--- config.mk ---
export PLATFORM = sky130hd
export DESIGN_NAME = psddivide_arb
export DESIGN_NICKNAME = d
export VERILOG_FILES = /design/src/rtl/psddivide_pkg.sv /design/src/rtl/psddivide_rr2.sv /design/src/rtl/psddivide_arb.sv
export SDC_FILE = /design/constraint.sdc
export NUM_CORES = 1
export LEC_CHECK = 0
export ABC_AREA = 1
export CORE_ASPECT_RATIO = 0.6
export CORE_MARGIN = 2
export CORE_UTILIZATION = 35
export CTS_CLUSTER_SIZE = 25
export DETAILED_ROUTE_END_ITERATION = 8
export HOLD_SLACK_MARGIN = 0.15
export PLACE_DENSITY = 0.77
export SYNTH_ARGS = -nofsm -noshare
export SYNTH_HDL_FRONTEND = slang
export SYNTH_SLANG_ARGS = --single-unit
--- constraint.sdc ---
create_clock -name clock -period 1.44 [get_ports clock]
set_input_delay 0.288 -clock clock [delete_from_list [all_inputs] [get_ports clock]]
set_output_delay 0.288 -clock clock [all_outputs]
set_load 0.01 [all_outputs]
--- src/rtl/psddivide_pkg.sv ---
// rtl/psddivide_pkg.sv - shared FSM encoding and sizing constants for the divider arbiter.
package psddivide_pkg;
    localparam int DIV_CYCLES_DEF = 32;
    localparam int N_REQ          = 2;
    localparam int OP_W           = 32;

    typedef enum logic [2:0] {
        S_IDLE,
        S_START,
        S_RUN,
        S_STOP,
        S_LOAD,
        S_RESP
    } state_t;
endpackage

--- src/rtl/psddivide_rr2.sv ---
// rtl/psddivide_rr2.sv - two-way round-robin grant; grants only while i_accept allows a new request.
module psddivide_rr2
    import psddivide_pkg::*;
(
    input  logic [N_REQ-1:0] i_valid,
    input  logic             i_last,
    input  logic             i_accept,
    output logic [N_REQ-1:0] o_grant
);
    always_comb begin
        o_grant = '0;
        if (i_accept) begin
            // On contention the requester that was not served last wins.
            if (i_valid == 2'b11) begin
                o_grant = i_last ? 2'b01 : 2'b10;
            end else begin
                o_grant = i_valid;
            end
        end
    end
endmodule

--- src/rtl/psddivide_arb.sv ---
// rtl/psddivide_arb.sv - two-requester front end sequencing one shared divider with fixed latency.
// Optional PSDDIVIDE_ARB_DIVZERO_EN answers divisor-0 requests directly without using the divider.
module psddivide_arb
    import psddivide_pkg::*;
#(
    parameter int DIV_CYCLES = DIV_CYCLES_DEF
) (
    input  logic        clock,
    input  logic        reset,
    input  logic [1:0]  req_valid,
    output logic [1:0]  req_ready,
    input  logic [63:0] req_dividend,
    input  logic [63:0] req_divisor,
    output logic [1:0]  resp_valid,
    input  logic [1:0]  resp_ready,
    output logic [31:0] resp_quotient,
    output logic [31:0] resp_rest,
    output logic        resp_divzero,
    output logic        div_start,
    output logic        div_stop,
    output logic [31:0] div_dividend,
    output logic [31:0] div_divisor,
    input  logic [31:0] div_quotient,
    input  logic [31:0] div_rest
);
    localparam int CNT_W = $clog2(DIV_CYCLES) + 1;

    state_t          r_state;
    logic [CNT_W-1:0] r_cnt;
    logic            r_last;
    logic            r_owner;
    logic [1:0]      r_resp_valid;
    logic [OP_W-1:0] r_quotient;
    logic [OP_W-1:0] r_rest;
    logic            r_div_start;
    logic            r_div_stop;
    logic [OP_W-1:0] r_dividend;
    logic [OP_W-1:0] r_divisor;

    logic [1:0]      w_grant;
    logic            w_accept;
    logic            w_idx;
    logic [OP_W-1:0] w_dvd;
    logic [OP_W-1:0] w_dvs;
    logic            w_resp_done;

    psddivide_rr2 u_rr2 (
        .i_valid  (req_valid),
        .i_last   (r_last),
        .i_accept (r_state == S_IDLE),
        .o_grant  (w_grant)
    );

    assign w_accept    = |(req_valid & w_grant);
    assign w_idx       = w_grant[1];
    assign w_dvd       = w_idx ? req_dividend[63:32] : req_dividend[31:0];
    assign w_dvs       = w_idx ? req_divisor[63:32]  : req_divisor[31:0];
    // resp_valid is one-hot on the owner, so non-owner ready bits drop out here.
    assign w_resp_done = |(resp_ready & r_resp_valid);

    assign req_ready     = w_grant;
    assign resp_valid    = r_resp_valid;
    assign resp_quotient = r_quotient;
    assign resp_rest     = r_rest;
    assign div_start     = r_div_start;
    assign div_stop      = r_div_stop;
    assign div_dividend  = r_dividend;
    assign div_divisor   = r_divisor;

`ifdef PSDDIVIDE_ARB_DIVZERO_EN
    logic r_divzero;
    assign resp_divzero = r_divzero;
`else
    assign resp_divzero = 1'b0;
`endif

    always_ff @(posedge clock) begin
        if (reset) begin
            r_state      <= S_IDLE;
            r_cnt        <= '0;
            r_last       <= 1'b1;
            r_owner      <= 1'b0;
            r_resp_valid <= '0;
            r_quotient   <= '0;
            r_rest       <= '0;
            r_div_start  <= 1'b0;
            r_div_stop   <= 1'b0;
            r_dividend   <= '0;
            r_divisor    <= '0;
`ifdef PSDDIVIDE_ARB_DIVZERO_EN
            r_divzero    <= 1'b0;
`endif
        end else begin
            case (r_state)
                S_IDLE: begin
                    if (w_accept) begin
                        r_last     <= w_idx;
                        r_owner    <= w_idx;
                        r_dividend <= w_dvd;
                        r_divisor  <= w_dvs;
`ifdef PSDDIVIDE_ARB_DIVZERO_EN
                        if (w_dvs == '0) begin
                            r_state      <= S_RESP;
                            r_resp_valid <= w_idx ? 2'b10 : 2'b01;
                            r_quotient   <= '1;
                            r_rest       <= w_dvd;
                            r_divzero    <= 1'b1;
                        end else begin
                            r_state     <= S_START;
                            r_div_start <= 1'b1;
                        end
`else
                        r_state     <= S_START;
                        r_div_start <= 1'b1;
`endif
                    end
                end
                S_START: begin
                    r_div_start <= 1'b0;
                    r_cnt       <= '0;
                    r_state     <= S_RUN;
                end
                S_RUN: begin
                    if (r_cnt == CNT_W'(DIV_CYCLES - 1)) begin
                        r_div_stop <= 1'b1;
                        r_state    <= S_STOP;
                    end else begin
                        r_cnt <= r_cnt + 1'b1;
                    end
                end
                S_STOP: begin
                    r_div_stop <= 1'b0;
                    r_state    <= S_LOAD;
                end
                S_LOAD: begin
                    r_quotient   <= div_quotient;
                    r_rest       <= div_rest;
                    r_resp_valid <= r_owner ? 2'b10 : 2'b01;
`ifdef PSDDIVIDE_ARB_DIVZERO_EN
                    r_divzero    <= 1'b0;
`endif
                    r_state      <= S_RESP;
                end
                S_RESP: begin
                    if (w_resp_done) begin
                        r_resp_valid <= '0;
                        r_state      <= S_IDLE;
                    end
                end
                default: r_state <= S_IDLE;
            endcase
        end
    end
endmodule

Yosys cells after proc, flatten, opt, wreduce, memory -nomap -nowiden
Cells that the tools add are included.

Output and inout port bits: 135. Input bits: 198. Register bits after elaboration: 143.

Multiplexer cells: 18. Add/sub/neg operators: 1. Reductions and logical operators: 13. Equal/unequal tests: 11. Bitwise gates (word level): 2.

Operators with widths (number): $mux 32 (2); $pmux 3 s6 (1); $pmux 6 s2 (1); $mux 2 (5); $reduce_and 2->1 (5); $mux 3 (3); $ne 2x2->1 const B (4); $reduce_bool 2->1 (4); $add 6x1->6 const B (1); $eq 3x2->1 const B (2); $eq 3x3->1 const B (2); $eq 6x5->1 const B (1); $mux 6 (1); $and 2x2->2 (2); $pmux 1 s2 (2); $pmux 2 s2 (1); $reduce_or 2->1 (2); $eq 3x1->1 const B (1); $logic_not 3->1 (1); $reduce_and 3->1 (1); $eq 2x2->1 const B (1); $mux 1 (2).

Logic depth before layout (Yosys ltp)
Gate-level depths: netlist of the first run.

Depth after elaboration: 7. Gate-level depth with buffers: 9. Gate-level depth less buffers: 8.

Cells and area by module
A second synthesis of the first run with hierarchy kept.

Cells, all modules: 676. Area, all modules: 5671.7 um^2.

By module, submodules not included: psddivide_arb (cells each 671, area each 5650.4 um^2, instances 1, sequential area each 2862.7 um^2); psddivide_rr2 (cells each 5, area each 21.3 um^2, instances 1, sequential area each 0.0 um^2).

Least setup slack after synthesis of the first run
No wires, ideal clock.

Path kind: reg-to-reg. Start: register r_cnt[0]. End: register r_cnt[5]. Path buffers: 0. Required time: 1312 ps. Library setup time: 128 ps. Arrival time: 1250 ps. Period minus slack after synthesis: 1378 ps. Slack: 62 ps. Stages on the path, launching flop included: 9. Path through: dfxtp_1 -> ha_1 -> nand3_1 -> nor2_1 -> nor2_1 -> nor2_1 -> nor2_1 -> nor2_1 -> nor2_1.

Longest elaborated chain between the ends: 3.

Ends and longest elaborated chain: from (decl) (line psddivide_arb.sv:29) `logic [CNT_W-1:0] r_cnt;`; from (signal assigned) (line psddivide_arb.sv:128) `r_cnt <= r_cnt + 1'b1;`; $add 6x1->6 or $eq 6x5->1 (tied branches) (line psddivide_arb.sv:128, psddivide_arb.sv:124); $mux 6 or $ne 2x2->1 (tied branches); $pmux 6 s2 or $reduce_and 2->1 (tied branches).

Several ways; a longest one is shown, not always the timed one. The select of a mux whose other input is x is not followed. A chain may end at the register's enable or synchronous reset.

Final worst setup path of the first run
Start: register r_state[0]. End: register r_dividend[14], in the netlist div_dividend[14].

Longest elaborated chain between the ends: 5.

Ends and longest elaborated chain: from (decl) (line psddivide_arb.sv:28) `state_t r_state;`; from (signal assigned) (line psddivide_arb.sv:79) `r_state <= S_IDLE;`; from (signal assigned) (line psddivide_arb.sv:113) `r_state <= S_START;`; from (signal assigned) (line psddivide_arb.sv:121) `r_state <= S_RUN;`; $logic_not 3->1 (*) (line psddivide_arb.sv:50, psddivide_arb.sv:94); $mux 2 (line psddivide_rr2.sv:12) `if (i_accept) begin`; $and 2x2->2 (line psddivide_arb.sv:54) `assign w_accept = |(req_valid & w_grant);`; $reduce_or 2->1 (line psddivide_arb.sv:54); $reduce_and 2->1 (no source line); to (signal assigned) (line psddivide_arb.sv:99) `r_dividend <= w_dvd;`; to (decl) (line psddivide_arb.sv:37) `logic [OP_W-1:0] r_dividend;`.

Mark *: on every way between the ends. The rest lies on a longest branch, timed or not.

==> impl_results.md, run 1 <==
* Placed Cells at 1347
* Crit-path cells: inv_4 > nand2_4 > nor2_4 > buf_6 > o21ai_4 > clkinv_4 > buf_8 > buf_12 > o21ai_2 > a21oi_1
* Min setup slack post-route at -0.0605 ns
* Htree depth at 4
* Period utilization at 104%
* I/O Buffers at 331
* Residual DRC at 0
* Post-synthesis sequential area ratio at 48.5%
* Largest net degree at the start of global routing at 71
* Drt total wl at 21.5 mm
* Nets at 1361
* Worst-Skew Late Latency at 0.41 ns
* Final hold vios at 0
* Max VDD drop at 0.907 mV
* Dpl ws at -0.581 ns
* GRT Residual Overflow at 0
* Share of cells above drive strength 1 at 16.8%
* First-pass GRT wire length at 31.4 mm
* Clock buffer depth at 2
* Status: finished with violations
* Die Wd at 172 um
* Yosys top cell area share at 48.5%
* Max Clk Rate at 666 MHz
* Row count at 36
* Clk sinks at 143
* Slew Limit Fails at 0
* Leakage Power at 0.00519 uW
* YS warnings at 0
* Avg Cell Area, Syn at 7.30 um^2
* Worst Setup Path Type: reg -> reg
* Post-route cell area at 10800 um^2
* Crit path DAT at 1.83 ns
* CORE AREA at 16400 um^2
* #FFs+latches synth at 143
* Placer congestion estimate at 0.789
* DR pass1 iterations at 5
* CTS tree: yes
* # setup viols final at 39
* Layout area overhead at 83.6%
* Worst Setup Start Kind: flop
* Initial antenna violation count at 0
* Max Cap Violations at 0
* Die ar. at 18000 um^2
* Sw Pwr at 6770 uW
* TritonCTS Buffers at 17
* Flop pwr share at 30.0%
* DP HPWL at 13.6 mm
* Min cycle time layout at 1.50 ns
* Detailed-route via count at 6696
* Clk slew on worst S/H paths at 0.07 ns
* Initial Utilization at 36.1%
* Mapped Cells at 809
* Vias in the first global route at 6405
* Netlist Area Pre-Place at 5910 um^2
* Max Clock Skew at 0.0139 ns
* Post-synth top area cell: dfxtp_1
* Worst hold stages at 3
* Area contributors post-synth: dfxtp_1 48%, o21ai_0 14%, nor2_1 9.1%, a21oi_1 6.3%, nand2_1 5.5%
* Post-Layout Cell Count at 1403
* Failing checks: negative setup slack
* Switching share of power at 36.1%
* Comb pwr share at 45.3%
* Routed vias/inst at 4.77
* R2r worst-path depth at 10
* Final ANT Viol Nets at 0
* DP Area at 9550 um^2
* Root buffer cell: clkbuf_16
* Worst Path Required at 1.77 ns
* Worst min-delay path class: in -> reg
* CP peak stage delay at 0.34 ns
* Diode count at 0
* Die H at 105 um
* Fill count at 1435
* Register Area at 2870 um^2
* Synth unique cells at 27
* WL per Instance at 15.3 um
* CP Capture Type: flop
* Post-CTS Hold Buffers at 0
* Int Pwr at 12000 uW
* Pwr dens at 1730 nW/um^2
* RSZ-0062 raised after global routing: true
* CP max-delay cell: dfxtp_2
* Starting DRT DRC Count at 338
* Post-Synthesis Net Count at 1008
* Num ports at 333
* Clock power share at 24.7%
* Max FO, Critical Path at 12
* Footprint of the multi-input gates at 2780 um^2
* Gr usage total at 21.6%
routing by layer:
layer | routed length (um) | up-vias | GRT usage, %
met5 | 0 | - | 0
met4 | 342 | 0 | 5.28
met3 | 1870 | 25 | 7.61
met2 | 10200 | 240 | 36.1
met1 | 9110 | 3099 | 26.4
li1 | - | 3332 | -
repair_timing:
item	CTS	global route
pin swaps	3	20
cloned	8	6
setup endpoints to repair	197	73
buffers inserted	10	3
gates resized for setup	197	156
metrics by stage:
step,hold WS (ns),total power [uW],utilization (%),setup TNS [ns]
CTS,0.447,17600,63.5,-6.84
floorplan,0.357,8630,-,0
detailed placement,0.461,12000,58.4,-32.35
finish,0.458,18700,66.3,-1.18
global route,0.453,19700,66.3,-3.97
global placement,0.461,11900,58.4,-30.93
layout by cell type, fill, tap and decap left out, types with 4 or more instances in the layout:
cell type and instances:
a21oi_1 43, a21oi_2 31, buf_12 10, buf_16 7
buf_4 29, buf_6 7, clkbuf_16 21, clkdlybuf4s50_1 195
dfxtp_1 137, dfxtp_2 5, dlygate4sd2_1 133, inv_1 74
inv_2 5, inv_6 4, nand2_1 85, nand3_1 11
nor2_1 142, o21ai_0 83, o21ai_1 65, o21ai_2 43
o21ai_4 6
final timing paths:
| kind | startpoint | to | slack, ns |
|---|---|---|---|
| max | r_state[0] | div_dividend[14] | -0.06 |
| min reg2reg | div_start | div_start | 0.46 |
| max reg2reg | r_state[0] | div_dividend[14] | -0.06 |
| min | div_rest[1] | resp_rest[1] | 0.46 |
worst max-delay path: cells and delay by family (launching register included):
family,cells,cell delay [ns]
flops,1,0.34
simple gates,2,0.18
compound gates,3,0.28
buf+inv,5,0.61
kinds of logic after synthesis:
logic type / synth area share [%]
DFF: 48.5
adders and majority gates: 0.212
AOI/OAI and AO/OA: 23.7
xor gates and xnor gates: 0.148
and+or+nand+nor: 16.6
other: 0.0635
buffers and inverters: 10.8
flip-flops by register name (all words and copies together) (netlist names):
name,cells
div_dividend,32
div_stop,1
resp_rest,32
r_owner,1
div_start,1
r_state,3
div_divisor,32
r_last,1
resp_quotient,32
r_cnt,6
resp_valid,2
synth_stat cells:
library cell,n
nand2_1,86
nand3b_1,1
nor2_4,2
ha_1,1
nand2_2,1
or2_1,1
buf_6,11
a31oi_1,1
nor2_1,143
buf_4,2
a22oi_1,1
clkbuf_1,24
buf_2,20
nor3_1,1
inv_1,77
conb_1,1
nand3_1,13
o21ai_1,34
a21oi_1,74
inv_2,5
o21ai_4,1
o211ai_1,2
dfxtp_1,143
nand2_4,1
o21ai_0,161
o21ai_2,1
xor2_1,1
final cells by class:
type                    instances  area share (%)
repair buffers                391            36.6
flip-flops and latches        143            26.5
multi-input cells             527            25.7
clock buffers                  19            4.08
inverters                      82            2.93
well taps                     228            2.63
clock inverters                13            1.63
power groups by stage:
stage | sequential (uW) | clock [uW] | combinational (uW)
global placement | 5500 | 0 | 6380
finish | 5630 | 4640 | 8480
detailed placement | 5530 | 0 | 6460
floorplan | 5980 | 0 | 2650
CTS | 5450 | 4730 | 7460
global route | 5740 | 4880 | 9130
(Power assumes the default switching activity.)
==> run 2, diff against run 1 <==
CORE_MARGIN = 1   (was 2)
SLEW_MARGIN = 0   (was default)
==> run 2 against run 1 <==
Net effect: the run still ends with negative setup slack left; worst hold slack got worse by 0.0089 ns; combinational power decreased by 5.1%; register-to-register slack got worse by 0.02 ns; global-route usage decreased by 0.29 points; highest routed layer unchanged.
==> impl_results.md, run 2 (synthesized netlist as in run 1, its figures left out) <==
* Status: finished with violations
* Failing checks: negative setup slack
* Starting DRT DRC Count at 342 (+1.2%)
* Largest net degree at the start of global routing at 66 (-7.0%)
* Max VDD drop at 0.967 mV (+6.6%)
* Crit-path cells: inv_2 > nand2_4 > nor2_4 > nand2_4 > inv_2 > buf_6
* Num ports at 333 (unchanged)
* Vias in the first global route at 5819 (-9.1%)
* I/O Buffers at 331 (unchanged)
* Post-route cell area at 10800 um^2 (-0.84%)
* Hold Crit Start: div_rest[16]
* CP max-delay cell: dfxtp_2
* R2r endpoint: div_divisor[26]
* GRT Residual Overflow at 0 (unchanged)
* Worst hold stages at 3 (unchanged)
* Crit path DAT at 1.23 ns (-0.60 ns)
* Drt total wl at 20.6 mm (-4.2%)
* Worst Path Required at 1.15 ns (-0.62 ns)
* Slew Limit Fails at 0 (unchanged)
* WL per Instance at 14.8 um (-3.7%)
* Min cycle time layout at 1.52 ns (+0.0178 ns)
* Routed vias/inst at 4.75 (-0.40%)
* Share of cells above drive strength 1 at 17.0% (+0.27 points)
* Die ar. at 17400 um^2 (-3.1%)
* CP peak stage delay at 0.32 ns (-0.02 ns)
* Residual DRC at 0 (unchanged)
* CP Capture Type: output port
* Post-CTS Hold Buffers at 0 (unchanged)
* Pwr dens at 1690 nW/um^2 (-2.0%)
* Placer congestion estimate at 0.759 (-3.8%)
* Final hold vios at 0 (unchanged)
* Row count at 36 (unchanged)
* Worst hold margin at 0.450 ns (-0.00888 ns)
* Gr usage total at 21.3% (-0.29 points)
* Die H at 103 um (-1.9%)
* CP Buf/Inv Count at 3 (-2)
* Initial Utilization at 36.1% (unchanged)
* Nets at 1354 (-0.51%)
* Critical register-to-register path startpoint: r_state[0]
* Dpl ws at -0.554 ns (+0.0274 ns)
* Post-route setup TNS at -0.472 ns (+0.703 ns)
* CTS tree: yes
* Worst Setup Path Type: reg -> out
* Max FO, Critical Path at 3 (-9)
* Period utilization at 105% (+1.2 points)
* Max Cap Violations at 0 (unchanged)
* Top Family by Delay on Critical Path: flip-flops
* Clk sinks at 143 (unchanged)
* Worst min-delay path class: in -> reg
* Post-layout util at 65.8% (-0.56 points)
* Clock buffer depth at 2 (unchanged)
* CORE AREA at 16400 um^2 (unchanged)
* Leakage Power at 0.00514 uW (-0.95%)
* Commonest non-fill, non-tap cell in the layout: clkdlybuf4s50_1
* Diode count at 0 (unchanged)
* Detailed-route via count at 6636 (-0.90%)
* Min setup slack post-route at -0.0783 ns (-0.0178 ns)
* Die Wd at 170 um (-1.2%)
* DP Area at 9550 um^2 (about the same)
* RSZ-0062 raised after global routing: true
* Fill count at 1398 (-2.6%)
* DP HPWL at 13.3 mm (-2.3%)
* R2r worst-path depth at 8 (-2)
* Max Clk Rate at 659 MHz (-1.2%)
* Reg2reg setup slack at -0.08 ns (-0.02 ns)
* Worst Setup Start Kind: flop
* Root buffer cell: clkbuf_16
* Most frequent cells in the layout: 196 x clkdlybuf4s50_1, 140 x nor2_1, 137 x dfxtp_1
* Worst Hold Endpoint: resp_rest[16]
* Layout area overhead at 82.0%
* Final ANT Viol Nets at 0 (unchanged)
* DR pass1 iterations at 4 (-1)
* Max Clock Skew at 0.0189 ns (+0.00497 ns)
* Worst-Skew Late Latency at 0.42 ns (about the same)
* Clk slew on worst S/H paths at 0.07 ns (about the same)
* Initial antenna violation count at 0 (unchanged)
* # setup viols final at 25 (-36%)
* TritonCTS Buffers at 17 (unchanged)
* Htree depth at 4 (unchanged)
* First-pass GRT wire length at 29.5 mm (-5.9%)
## run 2: cell count changes in the layout (fill, tap and decap cells not counted), moves of 2 or more
cell      previous run  this run
o21ai_1             65        53
o21ai_2             43        55
a21oi_2             31        21
a21oi_1             43        52
buf_16               7         3
buf_6                7         4
clkinv_2             0         3
inv_8                1         4
inv_2                5         7
inv_4                2         0
nor2_1             142       140
## run 2: worst min-delay path, delay by kind of cell
kind,cells,cell delay (ns)
and+or+nand+nor,2,0.15
buffers and inverters,1,0.39
## run 2: power by group
part           switching (uW)  internal [uW]  leakage [uW]
Sequential                645           5000       0.00117
Clock                    1910           2620      0.000292
Combinational            4200           3850       0.00368
## run 2: area by class of cell
type,count,area (um^2),share of cell area (%)
Clock buffer,17,425,3.96
Sequential cell,143,2870,26.7
Timing Repair inverter,1,8.76,0.0814
Tap cell,228,285,2.65
Clock inverter,15,174,1.62
Timing Repair Buffer,383,3830,35.6
Inverter,82,322,2.99
Multi-Input combinational cell,527,2840,26.4
## run 2: stage by stage
stage / power [uW] / std cells
3_5_place_dp: 12000 / 1347
5_1_grt: 19200 / 1396
3_3_place_gp: 11900 / 1347
4_1_cts: 16500 / 1383
6_report: 18200 / 1396
2_1_floorplan: 8630 / 809
## run 2: layer usage
layer  GRT usage (%)  wire length, um
met2            35.1             9850
met3            7.02             1500
met4            4.37              125
met5               0                0
met1            27.3             9140
## run 2: repair_timing
item	in CTS	in global routing
setup endpoints to repair	158	55
cloned	4	7
pin swaps	2	22
resized for setup	153	196
setup buffers	0	7
endpoints found under the hold margin	0	0
## run 2: worst max-delay path by stage
stage            startpoint           end  cells after the start
3_3_place_gp   req_valid[1]  req_ready[1]                      6
6_report         r_state[0]  req_ready[1]                      6
5_1_grt          r_state[0]  req_ready[1]                      6
4_1_cts          r_state[0]  req_ready[1]                      6
2_1_floorplan      r_cnt[0]      r_cnt[5]                      8
3_5_place_dp   req_valid[1]  req_ready[1]                      6
==> run 3, diff against run 2 <==
CELL_PAD_IN_SITES_DETAIL_PLACEMENT = 1   (was default)
CELL_PAD_IN_SITES_GLOBAL_PLACEMENT = 2   (was default)
CORE_UTILIZATION = 17   (was 35)
PLACE_DENSITY = default   (was 0.77)
PLACE_DENSITY_LB_ADDON = 0.1   (was default)
==> run 3 against run 2 <==
Net effect: the flow still finishes with violations (negative setup slack); clock skew is 0.011 ns lower; setup slack lost 0.0080 ns; final area grew 2.0%; register-to-register slack improved by 0.03 ns; sequential power shrank 3%; critical endpoint unchanged.
==> impl_results.md, run 3 (synthesized netlist as in run 1, its figures left out) <==
* Root buffer cell: clkbuf_16
* DR pass1 iterations at 4 (unchanged)
* Max Cap Violations at 0 (unchanged)
* Post-route cell area at 11000 um^2 (+2.0%)
* Final ANT Viol Nets at 0 (unchanged)
* Share of cells above drive strength 1 at 11.7% (-5.3 points)
* Worst-Skew Late Latency at 0.43 ns (about the same)
* # setup viols final at 24 (-4.0%)
* Die Wd at 243 um (+43%)
* Comb pwr share at 44.7% (+0.5 points)
* Residual DRC at 0 (unchanged)
* Die H at 146 um (+43%)
* Worst Path Required at 1.15 ns (about the same)
* TritonCTS Buffers at 17 (unchanged)
* Row count at 52 (+44%)
* Post-CTS Hold Buffers at 0 (unchanged)
* Num ports at 333 (unchanged)
* Commonest non-fill, non-tap cell in the layout: clkdlybuf4s50_1
* Max Used Layer: met5
* Clock power share at 24.9% (about the same)
* Top Family by Delay on Critical Path: flip-flops
* Wl on met1 at 13.9 mm (+52%)
* Slew at the pin closest to its max-slew limit at 0.512 ns
* DP HPWL at 18.1 mm (+36%)
* CP Buf/Inv Count at 3 (unchanged)
* GRT Residual Overflow at 0 (unchanged)
* Clk slew on worst S/H paths at 0.06 ns (about the same)
* RSZ-0062 raised after global routing: true
* Crit-path cells: inv_4 > nand2_4 > nor2_4 > nand2_4 > inv_4 > buf_6
* Dpl ws at -0.649 ns (-0.0955 ns)
* Clk sinks at 143 (unchanged)
* Max Clock Skew at 0.00750 ns (-0.0114 ns)
* Crit. path cell count at 6 (unchanged)
* CP Capture Type: output port
* Leakage Power at 0.00518 uW (+0.71%)
* CP max-delay cell: dfxtp_2
* Placer congestion estimate at 0.716 (-5.8%)
* Slew Limit Fails at 0 (unchanged)
* Worst Setup Path Type: reg -> out
* Most frequent cells in the layout: 196 x clkdlybuf4s50_1, 140 x nor2_1, 137 x dfxtp_1
* Drt total wl at 28.5 mm (+38%)
* Max FO, Critical Path at 3 (unchanged)
* Routed vias/inst at 3.98 (-16%)
* Min cycle time layout at 1.53 ns (+0.00798 ns)
* Htree depth at 4 (unchanged)
* Int Pwr at 11500 uW (+0.11%)
* Sw Pwr at 6530 uW (-3.3%)
* Pwr dens at 1640 nW/um^2 (-3.0%)
* First-pass GRT wire length at 39.8 mm (+35%)
* Starting DRT DRC Count at 221 (-35%)
* Max Clk Rate at 655 MHz (-0.52%)
* CORE AREA at 34000 um^2 (+110%)
* Die ar. at 35500 um^2 (+100%)
* Period utilization at 106% (+0.55 points)
* Min setup slack post-route at -0.0862 ns (-0.00798 ns)
* Vias in the first global route at 6528 (+12%)
* CTS tree: yes
* Final hold vios at 0 (unchanged)
* Gr usage total at 14.7% (-6.6 points)
* WL per Instance at 17.4 um (+18%)
* Status: finished with violations
* Metal2 WL at 13.2 mm (+34%)
* Worst min-delay path class: in -> reg
* Initial Utilization at 17.4% (-19 points)
* Post-route setup TNS at -0.451 ns (+0.0208 ns)
* Initial antenna violation count at 2 (+2)
* CP peak stage delay at 0.33 ns (about the same)
* Slew headroom at 65.5%
* Crit path DAT at 1.24 ns (about the same)
* DP Area at 9880 um^2 (+3.5%)
* Flop pwr share at 30.4% (-0.6 points)
* Metal3 WL at 1.21 mm (-19%)
* I/O Buffers at 331 (unchanged)
* Max VDD drop at 1.03 mV (+6.7%)
* Detailed-route via count at 6538 (-1.5%)
* Clock buffer depth at 2 (unchanged)
* Worst hold stages at 3 (unchanged)
* Nets at 1369 (+1.1%)
* Worst Setup Start Kind: flop
* Post-layout util at 32.3% (-33 points)
* Largest net degree at the start of global routing at 79 (+20%)
* Layout area overhead at 85.6%
* R2r worst-path depth at 10 (+2)
* Failing checks: negative setup slack
* Switching share of power at 36.2% (-0.81 points)
-- run 3: timing repair --
item / CTS / global route
buffers inserted: 4 / 7
endpoints found under the setup margin: 200 / 90
gates resized for setup: 170 / 75
pin swaps: 2 / 12
gates cloned: 3 / 13
-- run 3: area by class of cell --
| class | count | area (um^2) |
|---|---|---|
| clock buffers | 21 | 460 |
| diodes | 1 | 2.50 |
| clock inverters | 11 | 115 |
| inverters | 82 | 327 |
| flip-flops and latches | 143 | 2870 |
| fillers | 4078 | 23000 |
| multi-input cells | 527 | 2540 |
| repair buffers | 399 | 4080 |
| well taps | 459 | 574 |
-- run 3: power groups by stage --
stage,logic [uW],clock network (uW),registers [uW]
2_1_floorplan,2650,0,5980
5_1_grt,8830,4890,5610
3_3_place_gp,6850,0,5540
3_5_place_dp,6850,0,5540
4_1_cts,6920,4720,5460
6_report,8050,4480,5480
-- run 3: final timing paths --
path / endpoint / slack [ns] / start
max: req_ready[1] / -0.09 / r_state[0]
min: resp_quotient[31] / 0.44 / div_quotient[31]
max reg2reg: div_dividend[22] / -0.05 / r_state[0]
min reg2reg: div_dividend[31] / 0.47 / div_dividend[31]
-- run 3: per-stage QoR --
step / power [uW] / instances / hold slack (ns)
4_1_cts: 17100 / 1624 / 0.405
3_5_place_dp: 12400 / 1585 / 0.467
3_3_place_gp: 12400 / 1585 / 0.466
5_1_grt: 19300 / 1642 / 0.420
2_1_floorplan: 8630 / 809 / 0.357
6_report: 18000 / 1643 / 0.440
-- run 3: routing by layer --
layer  vias up  GRT usage [%]
met3        14           4.54
met1      3068           19.7
met5         -              0
met4         4           3.02
li1       3345              -
met2       107           23.2
-- run 3: worst min-delay path, stage by stage --
cell,delay [ns]
clkdlybuf4s50_1,0.39
nor2_1,0.10
nor2_1,0.05
==> RTL change (settings of run 2) <==
Build with the macro `PSDDIVIDE_ARB_DIVZERO_EN` defined.
--- a/src/rtl/psddivide_arb.sv
+++ b/src/rtl/psddivide_arb.sv
@@ -2,2 +2,4 @@
 // Optional PSDDIVIDE_ARB_DIVZERO_EN answers divisor-0 requests directly without using the divider.
+`define PSDDIVIDE_ARB_DIVZERO_EN
+
 module psddivide_arb
Behaviour: not the same (Yosys sat finds a counterexample within 4 cycles, from zero or initial values and one cycle with reset high).
==> RTL change against run 2 <==
The run still ends with negative setup slack left; area after synthesis is 15% higher; routed wire length is 38% higher; hold slack worse by 220 ps; critical path type is now reg2reg; design area is 24% higher; global-route usage is 3.8 points higher; total power is 13% higher; critical endpoint is now resp_rest[9]; worst setup slack worse by 740 ps; critical path depth is 10 higher; synthesized cell count is 20% higher; sequential cell count is 1 higher.
==> RTL change: results (changes against run 2) <==
status -> complete, but fails checks
failing checks -> negative setup slack
Final Wtd Congestion -> 0.874 (+15%)
synth cell count leaders -> nand2_1 (299), nor2_1 (169), dfxtp_1 (144), inv_1 (84)
wire per inst -> 17.1 um (+16%)
Layout Nets -> 1607 (+19%)
Leakage -> 7.18 nW (+40%)
register area share after synthesis -> 0.425 (-0.0594)
Via density -> 4.96 (+4.3%)
syn_nets -> 1172 (+16%)
vias in the first global route -> 7493 (+29%)
CP arrival -> 2580 ps (+1350 ps)
top cells by area, synth -> dfxtp_1 (43%), nand2_1 (17%), nor2_1 (9.4%), inv_1 (4.6%), a311oi_1 (4.3%)
post-synthesis average cell area -> 6.97 um2 (-4.6%)
largest net degree at the start of global routing -> 49 (-26%)
setup ws final -> -822 ps (-744 ps)
Setup violations, final -> 143 (+470%)
Compound-Gate Fraction of Synth Area -> 0.190 (-0.0466)
Distinct cells, synth -> 31 (+15%)
xor and xnor area share after synthesis -> 0 (-0.00148)
Worst VDD drop -> 933 uV (-3.5%)
Switching Fraction -> 0.377 (+0.00643)
placed cell areas -> 11000 um2 (+15%)
reg2reg path depth -> 16 (+8)
Max Fanout on Critical Path -> 18 (+15)
-- RTL change: layout make-up --
cell class / count / share of cell area
flip-flops and latches: 144 / 0.217
well taps: 246 / 0.0231
repair buffers: 477 / 0.391
clock buffers: 18 / 0.0322
inverters: 89 / 0.0266
multi-input cells: 678 / 0.296
clock inverters: 14 / 0.0118
repair inverters: 1 / 0.00225
-- RTL change: layer usage --
metal	wire, um	share of wire	track usage
met5	0	0	0
met1	12100	0.43	0.317
met2	13800	0.48	0.423
met3	2110	0.074	0.0706
met4	426	0.015	0.0672
-- RTL change: kinds of logic (layout without fill, tap and decap cells) --
kind of cell             after synthesis  in the layout
adder cells (fa/ha/maj)                1              1
buffers and inverters                152            599
flip-flops                           144            144
AO/OA/AOI/OAI                        182            182
AND/OR/NAND/NOR                      494            495
-- RTL change: timing repair --
item,4_1_cts,5_1_grt
setup buffers,10,23
hold buffers,0,0
setup endpoints to repair,277,229
gates resized for setup,109,278
pin swaps,9,39
cloned,8,10
-- RTL change: critical path: stages (launching register included) --
cell     delay [ps]
dfxtp_4         370
inv_4            60
nand2_2          50
nor2_4          120
nand2_4         100
buf_12          160
nand2_1          70
nand2_2          80
nor2_4          180
nand3_2         120
nor2_2          100
nand3_2         110
nand2_4         130
nand2_8         140
buf_16          200
nor2_1          120
nor2_2           50
-- RTL change: how the worst max path moves through the flow --
| stage | start | to | slack, ps | depth (start not counted) |
|---|---|---|---|---|
| 2_1_floorplan | r_state[0] | resp_quotient[29] | -460 | 16 |
| 3_3_place_gp | req_valid[1] | resp_rest[21] | -1290 | 16 |
| 3_5_place_dp | req_valid[1] | resp_rest[21] | -1350 | 17 |
| 4_1_cts | r_state[1] | resp_rest[26] | -770 | 17 |
| 5_1_grt | r_state[0] | resp_rest[9] | -960 | 16 |
| 6_report | r_state[1] | resp_rest[9] | -820 | 16 |
-- RTL change: stage by stage --
stage,utilization,TNS (ps),setup WS (ps)
after floorplan,-,-35850,-459
after global placement,0.580,-126110,-1290
after detailed placement,0.580,-132160,-1350
after CTS,0.634,-92150,-770
after global routing,0.702,-97840,-958
final,0.702,-86280,-822
-- RTL change: power by group through the flow --
| stage | Clock [mW] | Sequential, mW | Combinational [mW] |
|---|---|---|---|
| after floorplan | 0 | 5.68 | 3.43 |
| after global placement | 0 | 5.33 | 7.28 |
| after detailed placement | 0 | 5.37 | 7.39 |
| after CTS | 4.52 | 5.29 | 8.39 |
| after global routing | 4.71 | 5.49 | 11.4 |
| final | 4.47 | 5.41 | 10.8 |
